**config.mk**
```make
export PLATFORM = sky130hd
export DESIGN_NAME = rf_switch_scanner
export DESIGN_NICKNAME = d
export VERILOG_FILES = /design/src/rtl/rf_scan_pkg.sv /design/src/rtl/rf_scan_table.sv /design/src/rtl/rf_switch_scanner.sv
export SDC_FILE = /design/constraint.sdc
export NUM_CORES = 1
export LEC_CHECK = 0
export ABC_AREA = 1
export CAP_MARGIN = 5
export CORE_MARGIN = 5
export CORE_UTILIZATION = 45
export DETAILED_ROUTE_END_ITERATION = 7
export PLACE_DENSITY = 0.68
export REMOVE_ABC_BUFFERS = 1
export SETUP_SLACK_MARGIN = 0.1
export SLEW_MARGIN = 20
export SYNTH_ARGS = -nofsm -noshare
export SYNTH_HDL_FRONTEND = slang
export SYNTH_HIERARCHICAL = 1
export SYNTH_SLANG_ARGS = --single-unit
```
**constraint.sdc**
```tcl
create_clock -name clk -period 2.7 [get_ports clk]
set_input_delay 0.405 -clock clk [delete_from_list [all_inputs] [get_ports clk]]
set_output_delay 0.405 -clock clk [all_outputs]
set_load 0.01 [all_outputs]
```
**src/rtl/rf_scan_pkg.sv**
```systemverilog
// rtl/rf_scan_pkg.sv - shared types, register map and field layout for the RF switch scanner
package rf_scan_pkg;

    typedef enum logic [1:0] {
        ST_IDLE = 2'd0,
        ST_SCAN = 2'd1,
        ST_DONE = 2'd2
    } scan_state_t;

    // Register offsets relative to BASE
    localparam logic [7:0] OFS_CTRL  = 8'd0;
    localparam logic [7:0] OFS_DWELL = 8'd1;
    localparam logic [7:0] OFS_BLANK = 8'd2;
    localparam logic [7:0] OFS_TABLE = 8'd3;
    localparam logic [7:0] OFS_IDLE  = 8'd4;

    // Field positions and widths
    localparam int PAT_W            = 10;
    localparam int IDX_W            = 4;
    localparam int CNT_W            = 16;
    localparam int CTRL_EN_BIT      = 0;
    localparam int CTRL_ONESHOT_BIT = 1;
    localparam int CTRL_LAST_LSB    = 4;
    localparam int TBL_IDX_LSB      = 16;

endpackage

```
**src/rtl/rf_scan_table.sv**
```systemverilog
// rtl/rf_scan_table.sv - pattern table: one write port, one combinational read port
module rf_scan_table
    import rf_scan_pkg::*;
#(
    parameter int NUM_ENTRIES = 8
) (
    input  logic             clk,
    input  logic             reset_n,
    input  logic             i_wr_en,
    input  logic [IDX_W-1:0] i_wr_addr,
    input  logic [PAT_W-1:0] i_wr_data,
    input  logic [IDX_W-1:0] i_rd_addr,
    output logic [PAT_W-1:0] o_rd_data
);

    logic [PAT_W-1:0] r_mem [NUM_ENTRIES];

    // Write port; an address at or beyond the table depth matches no entry and is dropped
    always_ff @(posedge clk or negedge reset_n) begin
        if (!reset_n) begin
            for (int i = 0; i < NUM_ENTRIES; i++) r_mem[i] <= '0;
        end else if (i_wr_en) begin
            for (int i = 0; i < NUM_ENTRIES; i++) begin
                if (i_wr_addr == IDX_W'(i)) r_mem[i] <= i_wr_data;
            end
        end
    end

    // Combinational read mux; out-of-range addresses read as zero
    always_comb begin
        o_rd_data = '0;
        for (int i = 0; i < NUM_ENTRIES; i++) begin
            if (i_rd_addr == IDX_W'(i)) o_rd_data = r_mem[i];
        end
    end

endmodule

```
**src/rtl/rf_switch_scanner.sv**
```systemverilog
// rtl/rf_switch_scanner.sv - RF switch scan sequencer feeding the ATR receive pattern
module rf_switch_scanner
    import rf_scan_pkg::*;
#(
    parameter logic [7:0]       BASE         = 8'd0,
    parameter int               NUM_ENTRIES  = 8,
    parameter logic [PAT_W-1:0] DEFAULT_IDLE = '0
) (
    input  logic             clk,
    input  logic             reset_n,
    input  logic             set_stb,
    input  logic [7:0]       set_addr,
    input  logic [31:0]      set_data,
    input  logic             run,
    output logic [PAT_W-1:0] sw_out,
    output logic             step_stb,
    output logic             wrap_stb,
    output logic             blank,
    output logic             active,
    output logic [31:0]      rb_status
);

    // Settings registers
    logic             r_enable;
    logic             r_one_shot;
    logic [IDX_W-1:0] r_last_idx;
    logic [CNT_W-1:0] r_dwell;
    logic [CNT_W-1:0] r_blank_len;
    logic [PAT_W-1:0] r_idle_pat;

    // Sequencer state
    logic             r_run_d;
    scan_state_t      r_state;
    logic [IDX_W-1:0] r_index;
    logic [PAT_W-1:0] r_sw;
    logic             r_step;
    logic             r_wrap;
    logic             r_blank;
    logic             r_active;
    logic [CNT_W-1:0] r_dwell_cnt;
    logic [CNT_W-1:0] r_blank_cnt;

    // Next-state values
    scan_state_t      w_state_nxt;
    logic [IDX_W-1:0] w_index_nxt;
    logic [PAT_W-1:0] w_sw_nxt;
    logic             w_step_nxt;
    logic             w_wrap_nxt;
    logic             w_blank_nxt;
    logic [CNT_W-1:0] w_dcnt_nxt;
    logic [CNT_W-1:0] w_bcnt_nxt;
    logic             w_load;

    logic [IDX_W-1:0] w_last;
    logic [IDX_W-1:0] w_rd_idx;
    logic [PAT_W-1:0] w_rd_data;
    logic [CNT_W-1:0] w_dwell_load;
    logic             w_halt;
    logic             w_tbl_we;
    logic             w_unused_data;

    assign w_tbl_we      = set_stb && (set_addr == BASE + OFS_TABLE);
    assign w_unused_data = ^set_data[31:20];
    assign w_last        = (r_last_idx > IDX_W'(NUM_ENTRIES - 1)) ? IDX_W'(NUM_ENTRIES - 1) : r_last_idx;
    assign w_dwell_load  = (r_dwell == '0) ? '0 : r_dwell - CNT_W'(1);
    assign w_halt        = !r_enable || !r_run_d;
    // Entry presented by the next step: first entry on start, else advance or wrap
    assign w_rd_idx      = (r_state == ST_SCAN && r_index < w_last) ? r_index + IDX_W'(1) : '0;

    rf_scan_table #(
        .NUM_ENTRIES(NUM_ENTRIES)
    ) u_table (
        .clk      (clk),
        .reset_n  (reset_n),
        .i_wr_en  (w_tbl_we),
        .i_wr_addr(set_data[TBL_IDX_LSB +: IDX_W]),
        .i_wr_data(set_data[PAT_W-1:0]),
        .i_rd_addr(w_rd_idx),
        .o_rd_data(w_rd_data)
    );

    // Locally decoded settings registers with asynchronous reset
    always_ff @(posedge clk or negedge reset_n) begin
        if (!reset_n) begin
            r_enable    <= 1'b0;
            r_one_shot  <= 1'b0;
            r_last_idx  <= '0;
            r_dwell     <= '0;
            r_blank_len <= '0;
            r_idle_pat  <= DEFAULT_IDLE;
        end else if (set_stb) begin
            if (set_addr == BASE + OFS_CTRL) begin
                r_enable   <= set_data[CTRL_EN_BIT];
                r_one_shot <= set_data[CTRL_ONESHOT_BIT];
                r_last_idx <= set_data[CTRL_LAST_LSB +: IDX_W];
            end
            if (set_addr == BASE + OFS_DWELL) r_dwell     <= set_data[CNT_W-1:0];
            if (set_addr == BASE + OFS_BLANK) r_blank_len <= set_data[CNT_W-1:0];
            if (set_addr == BASE + OFS_IDLE)  r_idle_pat  <= set_data[PAT_W-1:0];
        end
    end

    // State and registered outputs
    always_ff @(posedge clk or negedge reset_n) begin
        if (!reset_n) begin
            r_run_d     <= 1'b0;
            r_state     <= ST_IDLE;
            r_index     <= '0;
            r_sw        <= DEFAULT_IDLE;
            r_step      <= 1'b0;
            r_wrap      <= 1'b0;
            r_blank     <= 1'b0;
            r_active    <= 1'b0;
            r_dwell_cnt <= '0;
            r_blank_cnt <= '0;
        end else begin
            r_run_d     <= run;
            r_state     <= w_state_nxt;
            r_index     <= w_index_nxt;
            r_sw        <= w_sw_nxt;
            r_step      <= w_step_nxt;
            r_wrap      <= w_wrap_nxt;
            r_blank     <= w_blank_nxt;
            r_active    <= (w_state_nxt != ST_IDLE);
            r_dwell_cnt <= w_dcnt_nxt;
            r_blank_cnt <= w_bcnt_nxt;
        end
    end

    // Next-state logic: step loads sample DWELL/BLANK and the table at the step edge
    always_comb begin
        w_state_nxt = r_state;
        w_index_nxt = r_index;
        w_sw_nxt    = r_sw;
        w_step_nxt  = 1'b0;
        w_wrap_nxt  = 1'b0;
        w_dcnt_nxt  = r_dwell_cnt;
        w_bcnt_nxt  = (r_blank_cnt != '0) ? r_blank_cnt - CNT_W'(1) : '0;
        w_blank_nxt = (r_blank_cnt > CNT_W'(1));
        w_load      = 1'b0;

        case (r_state)
            ST_IDLE: begin
                w_index_nxt = '0;
                w_sw_nxt    = r_idle_pat;
                w_bcnt_nxt  = '0;
                w_blank_nxt = 1'b0;
                if (!w_halt) begin
                    w_state_nxt = ST_SCAN;
                    w_load      = 1'b1;
                end
            end
            ST_SCAN: begin
                if (w_halt) begin
                    w_state_nxt = ST_IDLE;
                end else if (r_dwell_cnt == '0) begin
                    if (r_index < w_last) begin
                        w_load = 1'b1;
                    end else if (!r_one_shot) begin
                        w_load     = 1'b1;
                        w_wrap_nxt = 1'b1;
                    end else begin
                        w_state_nxt = ST_DONE;
                    end
                end else begin
                    w_dcnt_nxt = r_dwell_cnt - CNT_W'(1);
                end
            end
            ST_DONE: begin
                if (w_halt) w_state_nxt = ST_IDLE;
            end
            default: w_state_nxt = ST_IDLE;
        endcase

        if (w_state_nxt == ST_IDLE && r_state != ST_IDLE) begin
            w_index_nxt = '0;
            w_sw_nxt    = r_idle_pat;
            w_bcnt_nxt  = '0;
            w_blank_nxt = 1'b0;
        end

        if (w_load) begin
            w_index_nxt = w_rd_idx;
            w_sw_nxt    = w_rd_data;
            w_step_nxt  = 1'b1;
            w_dcnt_nxt  = w_dwell_load;
            w_bcnt_nxt  = r_blank_len;
            w_blank_nxt = (r_blank_len != '0);
        end
    end

    assign sw_out    = r_sw;
    assign step_stb  = r_step;
    assign wrap_stb  = r_wrap;
    assign blank     = r_blank;
    assign active    = r_active;
    assign rb_status = {22'b0, r_state, 4'b0, r_index};

endmodule
```
## Word-level counts from Yosys, hierarchy flattened

Cells that the tools add are included.

| storage, ports and cells | value |
|---|---|
| ROM bits | 0 |
| RAM bits | 0 |
| input bits | 44 |
| bits in latches | 0 |
| output and inout bits | 46 |
| memories kept | 0 |
| bits in registers | 181 |

| operators by class | value |
|---|---|
| muxes and demuxes | 46 |
| order comparisons | 3 |
| bitwise gates (word level) | 0 |
| shift operators | 0 |
| equality and inequality tests | 22 |
| reductions and logical operators | 32 |
| div/mod/pow operators | 0 |
| add/subtract/negate cells | 4 |
| $mul | 0 |

Operator list:

| cell | count |
|---|---|
| 16-bit two-way mux | 9 |
| 10-bit two-way mux | 11 |
| 16-bit by 1-bit subtractor with 16-bit output, second input constant | 3 |
| 4-bit by 3-bit equality test with 1-bit output, second input constant | 8 |
| 16-bit logical NOT | 2 |
| 16-bit nonzero test | 2 |
| 2-bit AND reduction | 12 |
| 4-bit two-way mux | 5 |
| 4-bit by 2-bit equality test with 1-bit output, second input constant | 4 |
| 8-bit by 2-bit equality test with 1-bit output, second input constant | 2 |
| 16-bit by 1-bit > comparator with 1-bit output, second input constant | 1 |
| 1-bit two-way mux | 13 |
| 2-bit two-way mux | 6 |
| 4-bit by 1-bit equality test with 1-bit output, second input constant | 2 |
| 8-bit by 1-bit equality test with 1-bit output, second input constant | 1 |
| 8-bit by 3-bit equality test with 1-bit output, second input constant | 1 |
| 4-bit logical NOT | 2 |
| 8-bit logical NOT | 1 |
| 2-bit case mux with 3 select lines | 1 |
| 2-bit nonzero test | 3 |
| 4-bit by 1-bit adder with 4-bit output, second input constant | 1 |
| 4-bit by 3-bit > comparator with 1-bit output, second input constant | 1 |
| 2-bit logical NOT | 2 |
| 4-bit < comparator | 1 |
| 9 further kinds | 13 |

## Logic depth before layout (Yosys ltp)

| logic depth | value |
|---|---|
| word-level depth | 15 |
| mapped depth | 21 |
| mapped depth without buffers | 20 |

## Cells and area by module

Netlist, hierarchy kept.

By module, submodules not included:

| module | times used | area an instance (um^2) | seq. area each (um^2) | cells each |
|---|---|---|---|---|
| rf_switch_scanner | 1 | 5667.9 | 2527.4 | 735 |
| rf_scan_table | 1 | 3646.0 | 2001.9 | 429 |

## Worst setup path after synthesis

No wires, ideal clock.

| timing path | value |
|---|---|
| path kind | flip-flop to flip-flop |
| start | register r_index[2] |
| end | register r_sw[6] (netlist: sw_out[6]) |
| setup slack | 0.146 ns |
| stages on the path, launching flop included | 19 |
| setup time | 0.117 ns |
| data arrival time | 2.437 ns |
| cell sequence | dfrtp_1 ha_1 nand2_1 inv_1 nand2_1 nand2_1 nor3_1 inv_1 nor2_1 nand2_1 nor3_4 nand2_2 nand2_1 inv_1 nand2_2 nand3_2 nand3b_1 nand3_1 nand2_1 |

| on the way | value |
|---|---|
| longest elaborated chain between the ends | 13 |
| elaborated cells on any way between the ends | 33 |
| classes of those cells | add/sub: 1; order compare: 1; eq/ne: 7; mux: 19; reduce/logical: 5 |

Ends and longest elaborated chain:

| what | RTL line | RTL |
|---|---|---|
| start, declared | rf_switch_scanner.sv:34 | `logic [IDX_W-1:0] r_index;` |
| start signal, assigned | rf_switch_scanner.sv:119 | `r_index <= w_index_nxt;` |
| 4-bit < comparator | rf_switch_scanner.sv:68 | `assign w_rd_idx = (r_state == ST_SCAN && r_index < w_last) ? r_index + IDX_W'(1) : '0;` |
| 1-bit logical AND | rf_switch_scanner.sv:68 |  |
| 4-bit two-way mux * | rf_switch_scanner.sv:68 |  |
| via w_rd_idx[2] | rf_switch_scanner.sv:55 | `logic [IDX_W-1:0] w_rd_idx;` |
| 4-bit logical NOT | rf_scan_table.sv:33 | `if (i_rd_addr == IDX_W'(i)) o_rd_data = r_mem[i];` |
| 10-bit two-way mux (7 in a row) | rf_scan_table.sv:33 |  |
| 10-bit two-way mux * | rf_scan_table.sv:33 |  |
| via w_rd_data[6] | rf_switch_scanner.sv:56 | `logic [PAT_W-1:0] w_rd_data;` |
| 10-bit two-way mux * | rf_switch_scanner.sv:182 | `if (w_load) begin` |
| end signal, assigned | rf_switch_scanner.sv:120 | `r_sw <= w_sw_nxt;` |
| end, declared | rf_switch_scanner.sv:35 | `logic [PAT_W-1:0] r_sw;` |

The timed path passes the listed nets; every way through them passes the cells marked *.
A chain may end at the register's enable or synchronous reset.

## Worst setup path in the final report

| timing path | value |
|---|---|
| start | register r_last_idx[3] |
| end | register r_sw[7] (netlist: sw_out[7]) |

| on the way | value |
|---|---|
| longest elaborated chain between the ends | 15 |
| elaborated cells on any way between the ends | 34 |
| classes of those cells | order compare: 2; eq/ne: 7; mux: 20; reduce/logical: 5 |

Ends and longest elaborated chain:

| what | RTL line | RTL |
|---|---|---|
| start, declared | rf_switch_scanner.sv:26 | `logic [IDX_W-1:0] r_last_idx;` |
| start signal, assigned | rf_switch_scanner.sv:95 | `r_last_idx <= set_data[CTRL_LAST_LSB +: IDX_W];` |
| 4-bit by 3-bit > comparator with 1-bit output | rf_switch_scanner.sv:64 | `assign w_last = (r_last_idx > IDX_W'(NUM_ENTRIES - 1)) ? IDX_W'(NUM_ENTRIES - 1) : r_last_idx;` |
| 4-bit two-way mux * | rf_switch_scanner.sv:64 |  |
| 4-bit < comparator * | rf_switch_scanner.sv:68 |  |
| 1-bit logical AND * | rf_switch_scanner.sv:68 |  |
| 4-bit two-way mux * | rf_switch_scanner.sv:68 |  |
| via w_rd_idx[2] | rf_switch_scanner.sv:55 |  |
| 4-bit logical NOT | rf_scan_table.sv:33 |  |
| 10-bit two-way mux (7 in a row) | rf_scan_table.sv:33 |  |
| 10-bit two-way mux * | rf_scan_table.sv:33 |  |
| via w_rd_data[7] | rf_switch_scanner.sv:56 |  |
| 10-bit two-way mux * | rf_switch_scanner.sv:182 |  |

Marked as above.

==> flow_summary.ini <==
[status]
outcome = complete, but fails checks
violations = setup timing

[layout]
most-common-layout-cells = 298 x nand2_1, 181 x dfrtp_1, 99 x inv_1
fin_cells = 1529
finalNetCount = 1301
mostFrequentLayoutCell = nand2_1
fin_area_um2 = 11100
drive_above_1_share_pct = 12.4
num_antenna_cells = 0
area_growth_pct = 19.2

[die]
io_pins = 90
die_h_um = 154
start_util_pct = 45.9
num_rows = 52
die_w_um = 154
die_area_um2 = 23700
fp.coreArea_um2 = 20300

[pwr]
p_per_area_nw_per_um2 = 589
ir_worst_vdd_v = 0.000380
p_clk_share_pct = 39.8
static-leakage-power_nw = 5.47
swShare_pct = 27.0
pwr-share-comb_pct = 15.7
intPower_mw = 4.77
p_sw_mw = 1.77
pwr-share-seq_pct = 44.6

[synth]
synthCells = 1164
ys_ff_latch = 181
yosys.area.top_type = dfrtp_1
synthTopCellsByArea = dfrtp_1 49%, nand2_1 12%, nand3_1 5.2%
avgSynthCellArea_um2 = 8.00
synth-edff-count = 0
yosys_warnings = 6
ys_seq_area_share_pct = 48.6
ys_dominant_reg_cell = dfrtp_1
async_reset_ff_share_pct = 100
netlist_area_um2 = 9310
ys_types = 40
synth_top_area_share_pct = 48.6

[setup_path]
endpoint_kind = flop
worstPathArrival_ns = 3.06
r2r-start = r_last_idx[3]
worstSetupStartpointType = flop
reg2reg_setup_slack_ns = -0.04
crit_path_start = r_last_idx[3]
critPathMaxFanout = 6
endpoint = sw_out[7]
reg2reg_depth = 20
path_class = reg -> reg
r2r_end = sw_out[7]
worstPathRequired_ns = 3.02

[clock_network]
cts_tree = yes
cts.sinks = 181
cts-root-buf = clkbuf_16
htree_num_levels = 4
clk_latency_ns = 0.43
clkTransAtPathRegs_ns = 0.07
cts_buffers = 17
cts_buffer_depth = 2

[timing]
min_period_ns = 2.74
finClkSkew_ns = 0.0129
relSlewSlack_pct = 65.6
fmax_mhz = 366
worst_pin_slew_ns = 0.503
rsz0062_at_grt = yes
slew_viol_final = 0
worst_slack_ns = -0.0360
fin_crit_sh_pct = 101
final-hold-violation-count = 0
setup_violations = 1

[route]
num_vias = 7754
drc = 0
firstDrtPassIters = 5
ant_nets = 0
via_per_inst = 5.07
drt_iter0_drc = 492
wl_per_cell_um = 14.6
routed_wl_um = 22400

[grt]
overflow = 0
grt_pass1_vias = 7543
track_usage_pct = 18.9
grt_max_degree = 59
grt_pass1_wl_um = 36900
antenna_found_initial = 0

[placed_design]
hpwlAfterDp_um = 15600
portBuffers = 51
placedCellCount = 1491
placed_area_um2 = 10300
place_congestion = 0.830

[job]
max_cap_viol_count = 0

[hold_path]
hold_class = in -> reg
[what timing repair did]
action / in CTS / in global routing
buffers inserted: 3 / 1
pin swaps: 11 / 8
setup endpoints to repair: 10 / 10
hold buffers: 1 / 0
gates cloned: 0 / 3
resized for setup: 19 / 23
hold endpoints to repair: 52 / 0
[cell type report]
type	count	area, um2
tap	270	338
multi-input combinational	828	4100
inverter	110	422
clock buffer	18	429
fill	1895	9200
clock inverter	12	179
sequential	181	4530
timing repair buffer	110	1110
[worst min path at each step]
stage,to,start,cells after the start,slack (ns)
finish,r_run_d,run,1,0.43
global route,r_run_d,run,1,0.42
CTS,r_run_d,run,1,0.41
detailed placement,r_blank_cnt[12],reset_n,1,0.41
global placement,r_blank_cnt[12],reset_n,1,0.41
floorplan,active,reset_n,0,0.11
[flip-flops by register name, summed over array words and instances, names as in the netlist, 2 cells and up]
signal / flops
r_dwell_cnt: 16
sw_out: 10
r_blank_len: 16
u_table/r_mem: 80
r_blank_cnt: 16
r_state: 2
r_last_idx: 4
r_index: 4
r_dwell: 16
r_idle_pat: 10
[cells in the mapped netlist, types with 2 or more instances]
library cell and n:
nand2_1 307, dfrtp_1 181, nor2_1 103, inv_1 102, nand3_1 97, o21ai_0 85
o21ai_1 45, buf_4 31, xor2_1 27, a21oi_1 24, nand4_1 24, clkbuf_1 19
nand3b_1 13, buf_2 12, nor3_1 12, ha_1 9, nand2_2 9, xnor2_1 8
buf_6 7, or2_2 7, inv_2 6, nor2_2 6, nor2_4 4, nor4_1 4
nand3_2 3, conb_1 2, nand2_4 2, nor3_2 2, o211ai_1 2
[routing by layer]
metal / vias up / global-route usage [%] / wire (um)
li1: 3868 / - / -
met1: 3732 / 24.1 / 9780
met2: 131 / 33.4 / 11500
met3: 23 / 3.18 / 730
met4: 0 / 4.88 / 314
met5: - / 0 / 0
[kinds of logic (layout without fill, tap and decap cells)]
kind of cell             count (synthesis)  in the layout  share of synthesized area (%)
flip-flops                             181            181                           48.6
AO/OA/AOI/OAI                          159            159                           8.71
XOR/XNOR                                35             35                           3.29
buffers and inverters                  180            250                           9.34
adder cells (fa/ha/maj)                  9              9                           1.21
AND/OR/NAND/NOR                        598            598                           28.7
other                                    2             27                         0.0806
[per-stage QoR]
stage	TNS, ns	power, mW	setup WS [ns]	hold slack, ns	util, %
final	-0.0360	6.54	-0.0360	0.427	54.7
after global routing	-1.42	6.88	-0.178	0.417	54.7
after CTS	0	6.60	0.00681	0.412	54.0
after detailed placement	-0.939	3.98	-0.142	0.413	50.5
after global placement	-0.533	3.96	-0.0829	0.409	50.5
after floorplan	0	3.66	0.133	0.109	-
[worst max-delay path: stages (launching register included)]
cell and delay, ns:
dfrtp_1 0.40, nor2_1 0.13, ha_1 0.24, nand2_1 0.09, nand2_2 0.05, nand2_2 0.07
nand2_2 0.06, nor3_2 0.12, buf_4 0.16, inv_4 0.04, nor2_2 0.08, buf_6 0.12
nor2_4 0.07, clkbuf_16 0.17, nand3_1 0.07, nand4_1 0.09, nor2_1 0.12, nand4_1 0.13
nand3b_1 0.19, nand3_1 0.14, nand2_1 0.06
[power by group through the flow]
stage	logic (mW)	registers, mW	clock network, mW
floorplan	0.718	2.95	0
global placement	0.996	2.96	0
detailed placement	1.02	2.96	0
CTS	1.03	2.91	2.66
global route	1.17	2.93	2.78
finish	1.02	2.91	2.60
Note: power is estimated with default switching activity, not from simulation.
